`config.mk`:
```
export PLATFORM = sky130hd
export DESIGN_NAME = alu_sequencer_flat
export DESIGN_NICKNAME = d
export VERILOG_FILES = /design/src/rtl/alu_sequencer_if.sv /design/src/rtl/alu_sequencer.sv /design/src/flat_wrapper.sv
export SDC_FILE = /design/constraint.sdc
export NUM_CORES = 1
export LEC_CHECK = 0
export CORE_ASPECT_RATIO = 0.5
export CORE_MARGIN = 10
export CORE_UTILIZATION = 35
export CTS_CLUSTER_SIZE = 25
export DETAILED_ROUTE_END_ITERATION = 7
export PLACE_DENSITY = 0.67
export SETUP_SLACK_MARGIN = 0.5
export SLEW_MARGIN = 20
export SYNTH_ARGS = -nofsm -noshare
export SYNTH_HDL_FRONTEND = slang
export SYNTH_SLANG_ARGS = --single-unit
```
`constraint.sdc`:
```
create_clock -name clk -period 3.3 [get_ports clk]
set_input_delay 0.99 -clock clk [delete_from_list [all_inputs] [get_ports clk]]
set_output_delay 0.99 -clock clk [all_outputs]
set_load 0.1 [all_outputs]
```
`src/rtl/alu_sequencer_if.sv`:
```
// alu_sequencer_if: program/data memory request-ack bus; the sequencer is master, memories are slave.
interface alu_sequencer_if #(
    parameter int WIDTH    = 8,
    parameter int PC_WIDTH = 8
);
    logic [PC_WIDTH-1:0] pm_addr;
    logic                pm_rd;
    logic [WIDTH-1:0]    pm_data;
    logic                pm_valid;
    logic [WIDTH-1:0]    dm_addr;
    logic                dm_rd;
    logic                dm_wr;
    logic [WIDTH-1:0]    dm_wdata;
    logic [WIDTH-1:0]    dm_rdata;
    logic                dm_valid;
    modport master (
        output pm_addr, pm_rd, dm_addr, dm_rd, dm_wr, dm_wdata,
        input  pm_data, pm_valid, dm_rdata, dm_valid
    );
    modport slave (
        input  pm_addr, pm_rd, dm_addr, dm_rd, dm_wr, dm_wdata,
        output pm_data, pm_valid, dm_rdata, dm_valid
    );
endinterface

```
`src/rtl/alu_sequencer.sv`:
```
// alu_sequencer: multi-cycle fetch/operand/store control unit feeding IR/IBR/MBR and Exec to the ALU.
// Define SEQ_RETIRE_CNT_EN to add the 16-bit retired-instruction counter port.
module alu_sequencer #(
    parameter int               WIDTH    = 8,
    parameter int               PC_WIDTH = 8,
    parameter logic [WIDTH-1:0] HALT_OP  = 8'hFF
) (
    input  logic             clk,
    input  logic             arst,
    input  logic             run,
    alu_sequencer_if.master  bus,
    input  logic [WIDTH-1:0] AR,
    output logic [WIDTH-1:0] IR,
    output logic [WIDTH-1:0] IBR,
    output logic [WIDTH-1:0] MBR,
    output logic             Exec,
    output logic             halted
`ifdef SEQ_RETIRE_CNT_EN
    ,
    output logic [15:0]      retired
`endif
);
    // Opcode map: 0x30/0x31 stores, 0x2x loads (bit0 selects memory operand), others ALU (bit3 selects memory operand).
    localparam logic [WIDTH-1:0] STORE_X       = 8'h30;
    localparam logic [WIDTH-1:0] STORE_I       = 8'h31;
    localparam logic [3:0]       LOAD_GRP      = 4'h2;
    localparam int               MOV_OPER2_BIT = 0;
    localparam int               ALU_OPER2_BIT = 3;
    localparam logic             OPER2_X       = 1'b1;

    typedef enum logic [2:0] {
        S_IDLE, S_FETCH_OP, S_FETCH_IMM, S_MEM_RD, S_MEM_WR, S_EXEC, S_HALT
    } state_t;

    state_t              state;
    logic [PC_WIDTH-1:0] pc;
    logic                is_store;
    logic                mem_oper;

    assign bus.pm_addr = pc;
    assign bus.dm_addr = IBR;
    assign is_store    = IR == STORE_X || IR == STORE_I;
    assign mem_oper    = (IR[7:4] == LOAD_GRP ? IR[MOV_OPER2_BIT] : IR[ALU_OPER2_BIT]) == OPER2_X;

    always_ff @(posedge clk) begin
        if (arst) begin
            state        <= S_IDLE;
            pc           <= '0;
            IR           <= '0;
            IBR          <= '0;
            MBR          <= '0;
            bus.dm_wdata <= '0;
            bus.pm_rd    <= 1'b0;
            bus.dm_rd    <= 1'b0;
            bus.dm_wr    <= 1'b0;
            Exec         <= 1'b0;
            halted       <= 1'b0;
`ifdef SEQ_RETIRE_CNT_EN
            retired      <= '0;
`endif
        end else begin
            Exec <= 1'b0;
`ifdef SEQ_RETIRE_CNT_EN
            if (Exec || (state == S_MEM_WR && bus.dm_valid)) retired <= retired + 16'd1;
`endif
            case (state)
                S_IDLE: begin
                    state     <= run ? S_FETCH_OP : S_IDLE;
                    bus.pm_rd <= run;
                end
                S_FETCH_OP: if (bus.pm_valid) begin
                    IR    <= bus.pm_data;
                    pc    <= pc + PC_WIDTH'(1);
                    state <= S_FETCH_IMM;
                end
                S_FETCH_IMM: if (bus.pm_valid) begin
                    IBR       <= bus.pm_data;
                    pc        <= pc + PC_WIDTH'(1);
                    bus.pm_rd <= 1'b0;
                    if (IR == HALT_OP) begin
                        state  <= S_HALT;
                        halted <= 1'b1;
                    end else if (is_store) begin
                        state        <= S_MEM_WR;
                        bus.dm_wr    <= 1'b1;
                        bus.dm_wdata <= AR;
                    end else if (mem_oper) begin
                        state     <= S_MEM_RD;
                        bus.dm_rd <= 1'b1;
                    end else begin
                        state <= S_EXEC;
                        Exec  <= 1'b1;
                    end
                end
                S_MEM_RD: if (bus.dm_valid) begin
                    MBR       <= bus.dm_rdata;
                    bus.dm_rd <= 1'b0;
                    state     <= S_EXEC;
                    Exec      <= 1'b1;
                end
                // Completion of a store or an execute falls straight into the next fetch while run holds.
                S_MEM_WR: if (bus.dm_valid) begin
                    bus.dm_wr <= 1'b0;
                    state     <= run ? S_FETCH_OP : S_IDLE;
                    bus.pm_rd <= run;
                end
                S_EXEC: begin
                    state     <= run ? S_FETCH_OP : S_IDLE;
                    bus.pm_rd <= run;
                end
                S_HALT: state <= S_HALT;
                default: state <= S_IDLE;
            endcase
        end
    end
endmodule

```
`src/flat_wrapper.sv`:
```
// flat-port wrapper written by rule: the top's interface ports become plain ports
module alu_sequencer_flat 
#(
    parameter int               WIDTH    = 8,
    parameter int               PC_WIDTH = 8,
    parameter logic [WIDTH-1:0] HALT_OP  = 8'hFF
)
  (clk, arst, run, AR, IR, IBR, MBR, Exec, halted, bus_pm_addr, bus_pm_rd, bus_dm_addr, bus_dm_rd, bus_dm_wr, bus_dm_wdata, bus_pm_data, bus_pm_valid, bus_dm_rdata, bus_dm_valid);
  alu_sequencer_if #(.WIDTH(WIDTH), .PC_WIDTH(PC_WIDTH)) bus_i ();
  input  logic clk;
  input  logic arst;
  input  logic run;
  input  logic [WIDTH-1:0] AR;
  output logic [WIDTH-1:0] IR;
  output logic [WIDTH-1:0] IBR;
  output logic [WIDTH-1:0] MBR;
  output logic Exec;
  output logic halted;
  output wire logic [$bits(bus_i.pm_addr)-1:0] bus_pm_addr;
  output wire logic [$bits(bus_i.pm_rd)-1:0] bus_pm_rd;
  output wire logic [$bits(bus_i.dm_addr)-1:0] bus_dm_addr;
  output wire logic [$bits(bus_i.dm_rd)-1:0] bus_dm_rd;
  output wire logic [$bits(bus_i.dm_wr)-1:0] bus_dm_wr;
  output wire logic [$bits(bus_i.dm_wdata)-1:0] bus_dm_wdata;
  input wire logic [$bits(bus_i.pm_data)-1:0] bus_pm_data;
  input wire logic [$bits(bus_i.pm_valid)-1:0] bus_pm_valid;
  input wire logic [$bits(bus_i.dm_rdata)-1:0] bus_dm_rdata;
  input wire logic [$bits(bus_i.dm_valid)-1:0] bus_dm_valid;
  assign bus_pm_addr = bus_i.pm_addr;
  assign bus_pm_rd = bus_i.pm_rd;
  assign bus_dm_addr = bus_i.dm_addr;
  assign bus_dm_rd = bus_i.dm_rd;
  assign bus_dm_wr = bus_i.dm_wr;
  assign bus_dm_wdata = bus_i.dm_wdata;
  assign bus_i.pm_data = bus_pm_data;
  assign bus_i.pm_valid = bus_pm_valid;
  assign bus_i.dm_rdata = bus_dm_rdata;
  assign bus_i.dm_valid = bus_dm_valid;
  alu_sequencer #(.WIDTH(WIDTH), .PC_WIDTH(PC_WIDTH), .HALT_OP(HALT_OP)) u_core (.clk(clk), .arst(arst), .run(run), .bus(bus_i), .AR(AR), .IR(IR), .IBR(IBR), .MBR(MBR), .Exec(Exec), .halted(halted));
endmodule
```
After elaboration in Yosys (flattened, before gate mapping)
Index checks and enable logic that the tools add are counted.
{"block": "classes", "div_mod_pow": 0, "order_cmp": 0, "n_eq_ne": 18, "n_bitwise": 1, "shifts": 0, "addsub": 1, "reduce_logical": 17, "n_mux": 29, "n_mul": 0}
{"operator": "2-to-1 mux 3 bit", "n": 7}
{"operator": "case mux 3 bit (6 select lines)", "n": 1}
{"operator": "2-to-1 mux 1 bit", "n": 17}
{"operator": "== test 8 x 6 -> 1 bit (second input constant)", "n": 2}
{"operator": "!= test 2 bit (second input constant)", "n": 6}
{"operator": "== test 3 bit (second input constant)", "n": 3}
{"operator": "adder 8 x 1 -> 8 bit (second input constant)", "n": 1}
{"operator": "== test 8 bit (second input constant)", "n": 1}
{"operator": "AND reduction 2 bit", "n": 4}
{"operator": "AND reduction 4 bit", "n": 2}
{"operator": "== test 3 x 2 -> 1 bit (second input constant)", "n": 2}
{"operator": "case mux 1 bit (2 select lines)", "n": 3}
{"operator": "AND reduction 3 bit", "n": 2}
{"operator": "AND reduction 6 bit", "n": 1}
{"operator": "AND reduction 5 bit", "n": 1}
{"operator": "== test 4 x 2 -> 1 bit (second input constant)", "n": 1}
{"operator": "!= test 2 x 1 -> 1 bit (second input constant)", "n": 2}
{"operator": "nonzero test 2 bit", "n": 2}
{"operator": "OR reduction 2 bit", "n": 2}
{"operator": "== test 3 x 1 -> 1 bit (second input constant)", "n": 1}
{"operator": "logical NOT 3 bit", "n": 1}
{"operator": "case mux 1 bit (3 select lines)", "n": 1}
{"operator": "nonzero test 3 bit", "n": 1}
{"operator": "logical OR 1 bit", "n": 1}
{"operator": "NOT 1 bit", "n": 1}
{"block": "totals", "inputBits": 29, "ff_bits": 48, "mem_bits_ro": 0, "mem_bits_rw": 0, "n_memories": 0, "elab_cells": 77, "latchBits": 0, "output_inout_bits": 53}

Logic depth before layout (Yosys ltp)
Gate-level depths: netlist of run 1.
{"block": "depth", "depth_word": 7, "depth_mapped": 6, "mapped_depth_nobuf": 4}

Least setup slack after synthesis of run 1
No wires, ideal clock.
{"block": "synth_timing", "path_type": "reg2out", "start": "register u_core.IBR[0]", "end": "output bus_dm_addr[0]", "path_buffers": 1, "slack_ps": 937, "required_ps": 2310, "t_arrival_ps": 1373, "path_stages_with_launch": 2, "cell_sequence": "dfxtp_1 buf_4"}
{"item": "start, declared", "line": "alu_sequencer.sv:14", "source": "output logic [WIDTH-1:0] IBR,"}
{"item": "start signal, assigned", "line": "alu_sequencer.sv:77", "source": "IBR <= bus.pm_data;"}
{"item": "end, declared", "line": "flat_wrapper.sv:21", "source": "output wire logic [$bits(bus_i.dm_addr)-1:0] bus_dm_addr;"}
No word-level cell between the ends.

Worst setup path after layout of run 1
{"block": "layout_timing", "start": "input bus_pm_valid", "end": "register u_core.bus.dm_wdata[6]"}
{"block": "layout_between", "elab_chain_len": 1}
{"item": "start, declared", "line": "flat_wrapper.sv:26", "source": "input wire logic [$bits(bus_i.pm_valid)-1:0] bus_pm_valid;"}
{"item": "AND reduction 4 bit (no source line)"}
{"item": "end signal, assigned", "line": "alu_sequencer.sv:52", "source": "bus.dm_wdata <= '0;"}
{"item": "end signal, assigned", "line": "alu_sequencer.sv:86", "source": "bus.dm_wdata <= AR;"}
{"item": "end, declared", "line": "alu_sequencer_if.sv:17", "source": "output pm_addr, pm_rd, dm_addr, dm_rd, dm_wr, dm_wdata,"}
Every way passes these cells.
A chain may end at the register's enable or synchronous reset.

==> flow_summary.toml, run 1 <==
[timing]
min_period_ps = 2450
hold_viol_final = 0
finalCritPeriodShare = 0.743
fin_skew_ps = 3.79
drv_slew = 0
fin_setup_tns_ps = 0
worst-slew-pin-transition_ps = 649
slew_headroom = 0.565
worst_slack_ps = 848
max_freq_mhz = 408
finalSetupViolCount = 0
rsz0062_at_grt = "no"

[routing]
drcViolationCount = 0
dr_wl_met3_um = 502
wl_um = 5880
drt_iter0_drc = 127
ant_nets = 0
via_count = 1890
met1Wirelength_um = 2540
top_signal_layer_used = "met4"
wl_met2_um = 2770
wl_per_cell_um = 15.0
firstDrtPassIters = 4
via_per_inst = 4.82

[layout]
finalNonFillerCells = 392
syn_to_final_growth_pct = 38.6
diodes = 0
final_common_cell = "buf_4"
drive_gt1_frac = 0.219
num-nets-final = 349
final_cell_mix = "buf_4 (57), dfxtp_1 (48), nand2_1 (43)"
fillers = 539

[logic_synthesis]
synth-compound-area-share = 0.107
synth_area_per_cell_um2 = 8.39
synth_fp_nets = 280
synth-xor-area-share = 0.0328
ys_types = 39
synth-simple-area-share = 0.249
syn_area_um2 = 2100
netlist_instances = 250
ys_warn_count = 0
ys_seq_elements = 48
muxShareOfSynthArea = 0.0817
synth_top_family_by_area = "simple AND/OR/NAND/NOR gates"
seq_area_frac_synth = 0.458
synthAdderAreaFrac = 0.00597

[clock_network]
clkTransAtPathRegs_ps = 60
clock_latency_ps = 280
cts_buffers = 5
htree_levels = 2
hold_buffers = 0
cts_setup_buffers = 0
cts_tree = "built"
cts_buffer_depth = 2
ctsRootBufferMaster = "clkbuf_16"
cts-resized-gates = 0
cts_sinks = 48

[global_route]
overflow = 0
grt_pass1_wl_um = 9420
grt_max_degree = 45
grt_pass1_vias = 1890
track_usage = 0.119
antenna_found_initial = 0

[placement]
port_buffers = 81
placed_cells = 385
gp_congestion = 0.864
dp_hpwl_um = 4440
post-place-ws_ps = 568

[worst_setup_path]
cp-start-kind = "input pin"
cp.required_ps = 3460
setup.worst_path.start = "bus_pm_valid"
slowest_stage = "clkdlybuf4s50_1"
r2r-start = "u_core.state[1]"
timing_worst_setup_path_type = "in2reg"
path_max_fanout = 11
r2r_cells = 5
critPathCaptureType = "flip-flop"
critPathCapture = "u_core.bus.dm_wdata[6]"
r2r_end = "u_core.bus.dm_wdata[6]"
slowest_delay_ps = 640
cp.arrival_ps = 2610
path_cells = "clkdlybuf4s50_1, and4bb_2, nand4b_1, buf_4, mux2i_1, nor2_1"
r2r_slack_ps = 1420

[die]
dieArea_um2 = 9680
die_h_um = 74.7
num_rows = 19
die_w_um = 129
initial_utilization = 0.372
ios = 82
fp.coreArea_um2 = 5630

[hold_path]
min-delay-path-class = "reg2reg"

[pwr]
ir_drop_v = 0.000236
total_power_w = 0.00123
powerDensity_nw_per_um2 = 424
power.leakage_nw = 1.21

[run_status]
status = "finished clean"

[flow_run]
maxCapViolations = 0
[state kept, by name, summed over array words and instances, names as in the netlist]
| signal | count |
|---|---|
| u_core.Exec | 1 |
| u_core.IBR | 8 |
| u_core.IR | 8 |
| u_core.MBR | 8 |
| u_core.bus.dm_rd | 1 |
| u_core.bus.dm_wdata | 8 |
| u_core.bus.dm_wr | 1 |
| u_core.bus.pm_addr | 8 |
| u_core.bus.pm_rd | 1 |
| u_core.halted | 1 |
| u_core.state | 3 |
[critical path, delay by kind of cell]
family / cells / cell delay, ps
and+or+nand+nor: 3 / 620
buffers and inverters: 2 / 840
muxes: 1 / 160
[synthesized netlist by cell type, drive strengths merged]
| cell | instances | area share |
|---|---|---|
| a31oi | 2 | 0.0060 |
| or3 | 2 | 0.0060 |
| and3 | 1 | 0.0030 |
| and3b | 1 | 0.0042 |
| a32o | 1 | 0.0048 |
| inv | 3 | 0.0054 |
| and4 | 1 | 0.0042 |
| and4bb | 1 | 0.0060 |
| clkbuf | 9 | 0.016 |
| mux2i | 16 | 0.076 |
| nand2 | 43 | 0.077 |
| nand4 | 6 | 0.018 |
| nand3b | 3 | 0.011 |
| nor3b | 1 | 0.0036 |
| o221ai | 1 | 0.0042 |
| nand3 | 5 | 0.012 |
| o22ai | 1 | 0.0030 |
| mux2 | 1 | 0.0054 |
| dfxtp | 48 | 0.46 |
| o21bai | 1 | 0.0036 |
| nand4b | 1 | 0.0042 |
| xor2 | 7 | 0.033 |
| o21ai | 7 | 0.017 |
| nor2b | 5 | 0.015 |
| buf | 14 | 0.043 |
| or2 | 1 | 0.0030 |
| nor3 | 3 | 0.0072 |
| nor4 | 1 | 0.0030 |
| nor2 | 30 | 0.054 |
| nor4b | 1 | 0.0042 |
| a21oi | 24 | 0.057 |
| nand2b | 3 | 0.0090 |
| and2 | 2 | 0.0060 |
| o21ba | 1 | 0.0048 |
| ha | 1 | 0.0060 |
| o21a | 1 | 0.0036 |
| o31ai | 1 | 0.0036 |
[worst min path at each step]
| stage | start | end | slack (ps) | cells after the start |
|---|---|---|---|---|
| after global routing | u_core.MBR[3] | u_core.MBR[3] | 480 | 2 |
| after CTS | u_core.MBR[3] | u_core.MBR[3] | 460 | 2 |
| final | u_core.MBR[3] | u_core.MBR[3] | 450 | 2 |
| after detailed placement | u_core.MBR[3] | u_core.MBR[3] | 450 | 2 |
| after floorplan | u_core.state[2] | u_core.bus.pm_rd | 600 | 3 |
| after global placement | u_core.MBR[2] | u_core.MBR[2] | 440 | 2 |
[layout make-up]
type	instances	area (um2)	share of cell area
flip-flops and latches	48	961	0.331
clock inverters	1	5.00	0.00172
repair buffers	85	703	0.242
clock buffers	6	129	0.0443
inverters	3	11.3	0.00387
well taps	73	91.3	0.0314
multi-input cells	176	1010	0.346
[cells by family (layout without fill, tap and decap cells)]
family	after synthesis	in the layout
multiplexers	17	17
AND/OR/NAND/NOR	111	111
buffers and inverters	26	95
flip-flops	48	48
adder cells (fa/ha/maj)	1	1
AO/OA/AOI/OAI	40	40
XOR/XNOR	7	7
[metrics by stage]
step | utilization | hold slack [ps] | instance area, um2
2_1_floorplan | - | 600 | 2100
3_3_place_gp | 0.492 | 445 | 2770
3_5_place_dp | 0.492 | 447 | 2770
4_1_cts | 0.516 | 456 | 2910
5_1_grt | 0.516 | 480 | 2910
6_report | 0.516 | 452 | 2910
[per-layer routing]
layer,track usage,vias up
met3,0.0463,5
met2,0.194,52
li1,-,972
met1,0.143,861
met4,0.0446,0
met5,0,-
[power by group]
group          internal (W)  leakage [nW]  switching (W)
logic             0.0000575         0.761      0.0000934
clock network      0.000276        0.0667       0.000205
registers          0.000587         0.388      0.0000126
total              0.000920          1.21       0.000311
Note: power is estimated with default switching activity, not from simulation.
==> run 2: changes to the inputs <==
==> constraint.sdc (replaced) <==
create_clock -name clk -period 2.5 [get_ports clk]
set_input_delay 0.75 -clock clk [delete_from_list [all_inputs] [get_ports clk]]
set_output_delay 0.75 -clock clk [all_outputs]
set_load 0.1 [all_outputs]
==> run 2 against run 1 <==
Worst setup slack got worse by 250 ps. Core utilization increased by 1.5 points. Highest routed layer unchanged. Combinational power increased by 34%. Worst hold slack improved by 4.8 ps. Clock skew decreased by 0.93 ps. Non-clock buffer count increased by 5. Final area increased by 2.8%.
==> flow_summary.toml, run 2 (synthesis gave the netlist of run 1 again) <==
[routing]
ant_nets = 0
via_count = 1914
drt_iter0_drc = 140
firstDrtPassIters = 4
wl_met2_um = 2800
wl_per_cell_um = 15.1
drcViolationCount = 0
wl_um = 6000
via_per_inst = 4.81
met1Wirelength_um = 2700
top_signal_layer_used = "met4"
dr_wl_met3_um = 427

[placement]
gp_congestion = 0.786
dp_hpwl_um = 4440
post-place-ws_ps = 303
port_buffers = 81

[timing]
max_freq_mhz = 527
drv_slew = 0
finalSetupViolCount = 0
slew_headroom = 0.674
hold_viol_final = 0
finalCritPeriodShare = 0.759
min_period_ps = 1900
rsz0062_at_grt = "no"
fin_setup_tns_ps = 0
fin_skew_ps = 2.86
worst_slack_ps = 603
whs_ps = 457
worst-slew-pin-transition_ps = 488

[clock_network]
cts-resized-gates = 0
hold_buffers = 0
htree_levels = 2
cts_buffer_depth = 2
clock_latency_ps = 290
cts_setup_buffers = 0
cts_sinks = 48
cts_tree = "built"
cts_buffers = 5
clkTransAtPathRegs_ps = 60
ctsRootBufferMaster = "clkbuf_16"

[layout]
final_common_cell = "buf_4"
final_cell_mix = "buf_4 (62), nand2_1 (43), dfxtp_1 (39)"
drive_gt1_frac = 0.265
syn_to_final_growth_pct = 42.5
diodes = 0
num-nets-final = 354

[global_route]
grt_max_degree = 27
overflow = 0
grt_pass1_wl_um = 9470
antenna_found_initial = 0
grt_pass1_vias = 1897
track_usage = 0.120

[die]
initial_utilization = 0.372
num_rows = 19
dieArea_um2 = 9680
die_w_um = 129
fp.coreArea_um2 = 5630
ios = 82
die_h_um = 74.7

[worst_setup_path]
timing_worst_setup_path_type = "in2reg"
path_max_fanout = 9
cp.required_ps = 2660
r2r_slack_ps = 790
crit_family = "buffers and inverters"
slowest_delay_ps = 520
cp.arrival_ps = 2060
critPathCaptureType = "flip-flop"
cp-start-kind = "input pin"
path_cells = "clkdlybuf4s50_1, and4bb_2, nand4b_1, buf_4, mux2i_1, nor2_1"
path_buf_inv = 2
slowest_stage = "clkdlybuf4s50_1"

[pwr]
ir_drop_v = 0.000318
power.leakage_nw = 1.26
total_power_w = 0.00175
powerDensity_nw_per_um2 = 586

[flow_run]
maxCapViolations = 0

[hold_path]
min-delay-path-class = "reg2reg"

[run_status]
status = "finished clean"
## run 2: report_power, final
part / switching, W / total, W / internal [W]
Combinational: 0.000125 / 0.000203 / 0.0000777
Clock: 0.000289 / 0.000759 / 0.000470
Sequential: 0.0000156 / 0.000791 / 0.000775
## run 2: worst paths after layout
check / start / cells after the start / end
min reg2reg: u_core.MBR[5] / 2 / u_core.MBR[5]
min: u_core.MBR[5] / 2 / u_core.MBR[5]
max: bus_pm_valid / 6 / u_core.bus.dm_wdata[7]
max reg2reg: u_core.state[0] / 5 / u_core.IR[6]
## run 2: routing by layer
| layer | GRT usage | up-vias |
|---|---|---|
| met4 | 0.0408 | 0 |
| li1 | - | 988 |
| met2 | 0.202 | 53 |
| met5 | 0 | - |
| met3 | 0.0448 | 6 |
| met1 | 0.142 | 867 |
## run 2: tightest hold or removal path: cells and delay by family (launching register included)
kind               cells  cell delay (ps)
DFF                    1              310
and+or+nand+nor        1               50
AOI/OAI and AO/OA      1               50
## run 2: per-stage QoR
| stage | area, um2 | cells | utilization |
|---|---|---|---|
| finish | 2990 | 398 | 0.531 |
| global route | 2990 | 398 | 0.531 |
| CTS | 2990 | 398 | 0.531 |
| detailed placement | 2820 | 390 | 0.501 |
| global placement | 2820 | 390 | 0.501 |
| floorplan | 2110 | 250 | - |
## run 2: final cells by class
type,instances,area (um2)
fill,521,2650
multi-input combinational,176,1010
sequential,48,972
timing repair buffer,90,741
clock buffer,5,125
tap,73,91.3
clock inverter,3,42.5
inverter,3,11.3
==> patch (config.mk and constraints of run 1) <==
`PC_WIDTH` is set to 8 in 3 places; all go to 9.
--- a/src/rtl/alu_sequencer_if.sv
+++ b/src/rtl/alu_sequencer_if.sv
@@ -2,5 +2,5 @@
 interface alu_sequencer_if #(
     parameter int WIDTH    = 8,
-    parameter int PC_WIDTH = 8
+    parameter int PC_WIDTH = 9
 );
     logic [PC_WIDTH-1:0] pm_addr;
--- a/src/rtl/alu_sequencer.sv
+++ b/src/rtl/alu_sequencer.sv
@@ -3,5 +3,5 @@
 module alu_sequencer #(
     parameter int               WIDTH    = 8,
-    parameter int               PC_WIDTH = 8,
+    parameter int               PC_WIDTH = 9,
     parameter logic [WIDTH-1:0] HALT_OP  = 8'hFF
 ) (
--- a/src/flat_wrapper.sv
+++ b/src/flat_wrapper.sv
@@ -3,5 +3,5 @@
 #(
     parameter int               WIDTH    = 8,
-    parameter int               PC_WIDTH = 8,
+    parameter int               PC_WIDTH = 9,
     parameter logic [WIDTH-1:0] HALT_OP  = 8'hFF
 )
Ports: changed (resized bus_pm_addr); port bits go from 82 to 83. The function was not compared with the original's and may differ.
==> patch against run 1 <==
  * Sequential cell count increased by 1
  * Sequential share of layout area fell by 0.76 points
  * Cell area is 4.5% higher
  * Synthesized area up 3.9%
  * Final cell count rose by 5.1%
  * Non-clock buffer count did not move
  * Global-route usage decreased by 0.092 points
  * Synthesized cell count up 2.0%
  * Worst hold slack better by 0.0075 ns
  * Worst setup slack worse by 0.12 ns
  * Routed wire length increased by 3.0%
  * Power increased by 15%
  * Largest cell class unchanged
  * Largest power group unchanged
==> patch: results (changes against run 1) <==
[global_route]
antenna_found_initial = 0  ; unchanged
grt_max_degree = 51  ; +13%
grt_pass1_wl_um = 9825  ; +4.3%
grt_use_total_pct = 11.85  ; -0.092 points

[pwr]
ir_drop_mv = 0.2469  ; +4.6%
internal_power_mw = 1.052  ; +14%
total_leakage_power_nw = 1.149  ; -5.4%

[synth]
synth_commonest_cells = 49 x dfxtp_1, 47 x nand2_1, 31 x a21oi_1
ys_seq_area_share_pct = 45.03  ; -0.79 points
synth_nets = 285  ; +1.8%
synthTopCellsByArea = dfxtp_1 45%, nand2_1 8.1%, a21oi_1 7.1%
yosysUniqueCellTypes = 47  ; +21%

[place]
port_buffers = 82  ; +1.2%
place.gp.congestion = 0.7210  ; -17%
place_hpwl_um = 4499  ; +1.2%
place_area_um2 = 2860  ; +3.2%

[setup_path]
arrival_ns = 2.76  ; +0.15 ns
r2r_start = u_core.state[1]
crit_fanout = 10  ; -1
worst-r2r-setup-slack_ns = 1.24  ; -0.18 ns
crit-reg2reg-capture = u_core.Exec
crit_slowest_cell = clkdlybuf4s50_1
rr_worst_depth = 3  ; -2

[sta]
finClkSkew_ns = 0.007979  ; +0.004190 ns
max-slew-margin-rel_pct = 39.52  ; -17 points

[outcome]
status = finished, final reports clean

[layout]
drive_above_1_share_pct = 22.22  ; +0.28 points
finalNetCount = 353  ; +1.1%
fillCellCount = 612  ; +14%

[min_path]
min-delay-start = u_core.MBR[6]
hold_end = u_core.MBR[6]

[route]
first_iter_violations = 92  ; -28%
wl_per_cell_um = 14.71  ; -2.0%
via_count = 2000  ; +5.8%

-- patch: routing by layer --
metal | global-route usage (%) | part of all wire [%]
met5 | 0 | 0
met4 | 4.039 | 1.4
met3 | 2.895 | 3.2
met2 | 22.49 | 52
met1 | 13.09 | 44
-- patch: power groups by stage --
stage / sequential, mW / clock [mW] / combinational [mW]
2_1_floorplan: 0.689 / 0 / 0.0782
3_3_place_gp: 0.635 / 0 / 0.196
3_5_place_dp: 0.636 / 0 / 0.197
4_1_cts: 0.622 / 0.610 / 0.199
5_1_grt: 0.625 / 0.633 / 0.210
6_report: 0.623 / 0.602 / 0.197
-- patch: layout make-up --
cell class / count / share of cell area (%)
multi-input cells: 178 / 34.61
repair buffers: 85 / 23.16
flip-flops and latches: 49 / 32.30
clock buffers: 6 / 4.574
well taps: 88 / 3.626
inverters: 4 / 0.4944
clock inverters: 2 / 1.236
-- patch: metrics by stage --
stage / utilization (%) / hold slack, ns / std cells / power (mW) / setup slack (ns)
floorplan: - / 0.6616 / 255 / 0.7672 / 0.7615
global placement: 47.23 / 0.4440 / 404 / 0.8307 / 0.4980
finish: 50.14 / 0.4600 / 412 / 1.422 / 0.7303
global route: 50.14 / 0.4770 / 412 / 1.468 / 0.6325
detailed placement: 47.23 / 0.4526 / 404 / 0.8327 / 0.4279
CTS: 50.14 / 0.4621 / 412 / 1.431 / 0.7239
-- patch: worst max-delay path by stage --
| stage | startpoint | endpoint | slack [ns] |
|---|---|---|---|
| finish | bus_pm_valid | u_core.Exec | 0.73 |
| global route | bus_pm_valid | u_core.Exec | 0.63 |
| CTS | bus_pm_valid | u_core.Exec | 0.72 |
| detailed placement | bus_pm_valid | u_core.Exec | 0.43 |
| global placement | bus_pm_valid | u_core.bus.dm_wdata[4] | 0.50 |
| floorplan | u_core.IR[5] | u_core.Exec | 0.76 |
-- patch: kinds of logic after synthesis --
family                   after synthesis  share of synthesized area (%)
AND/OR/NAND/NOR                      111                          25.96
flip-flops                            49                          45.03
XOR/XNOR                              10                          4.365
buffers and inverters                 28                          6.720
adder cells (fa/ha/maj)                1                         0.5743
AO/OA/AOI/OAI                         45                          12.12
multiplexers                          11                          5.227
-- patch: worst max-delay path, delay by kind of cell --
| kind | cells | cell delay [ns] |
|---|---|---|
| AND/OR/NAND/NOR | 2 | 0.77 |
| buffers and inverters | 1 | 0.64 |
| AO/OA/AOI/OAI | 1 | 0.36 |
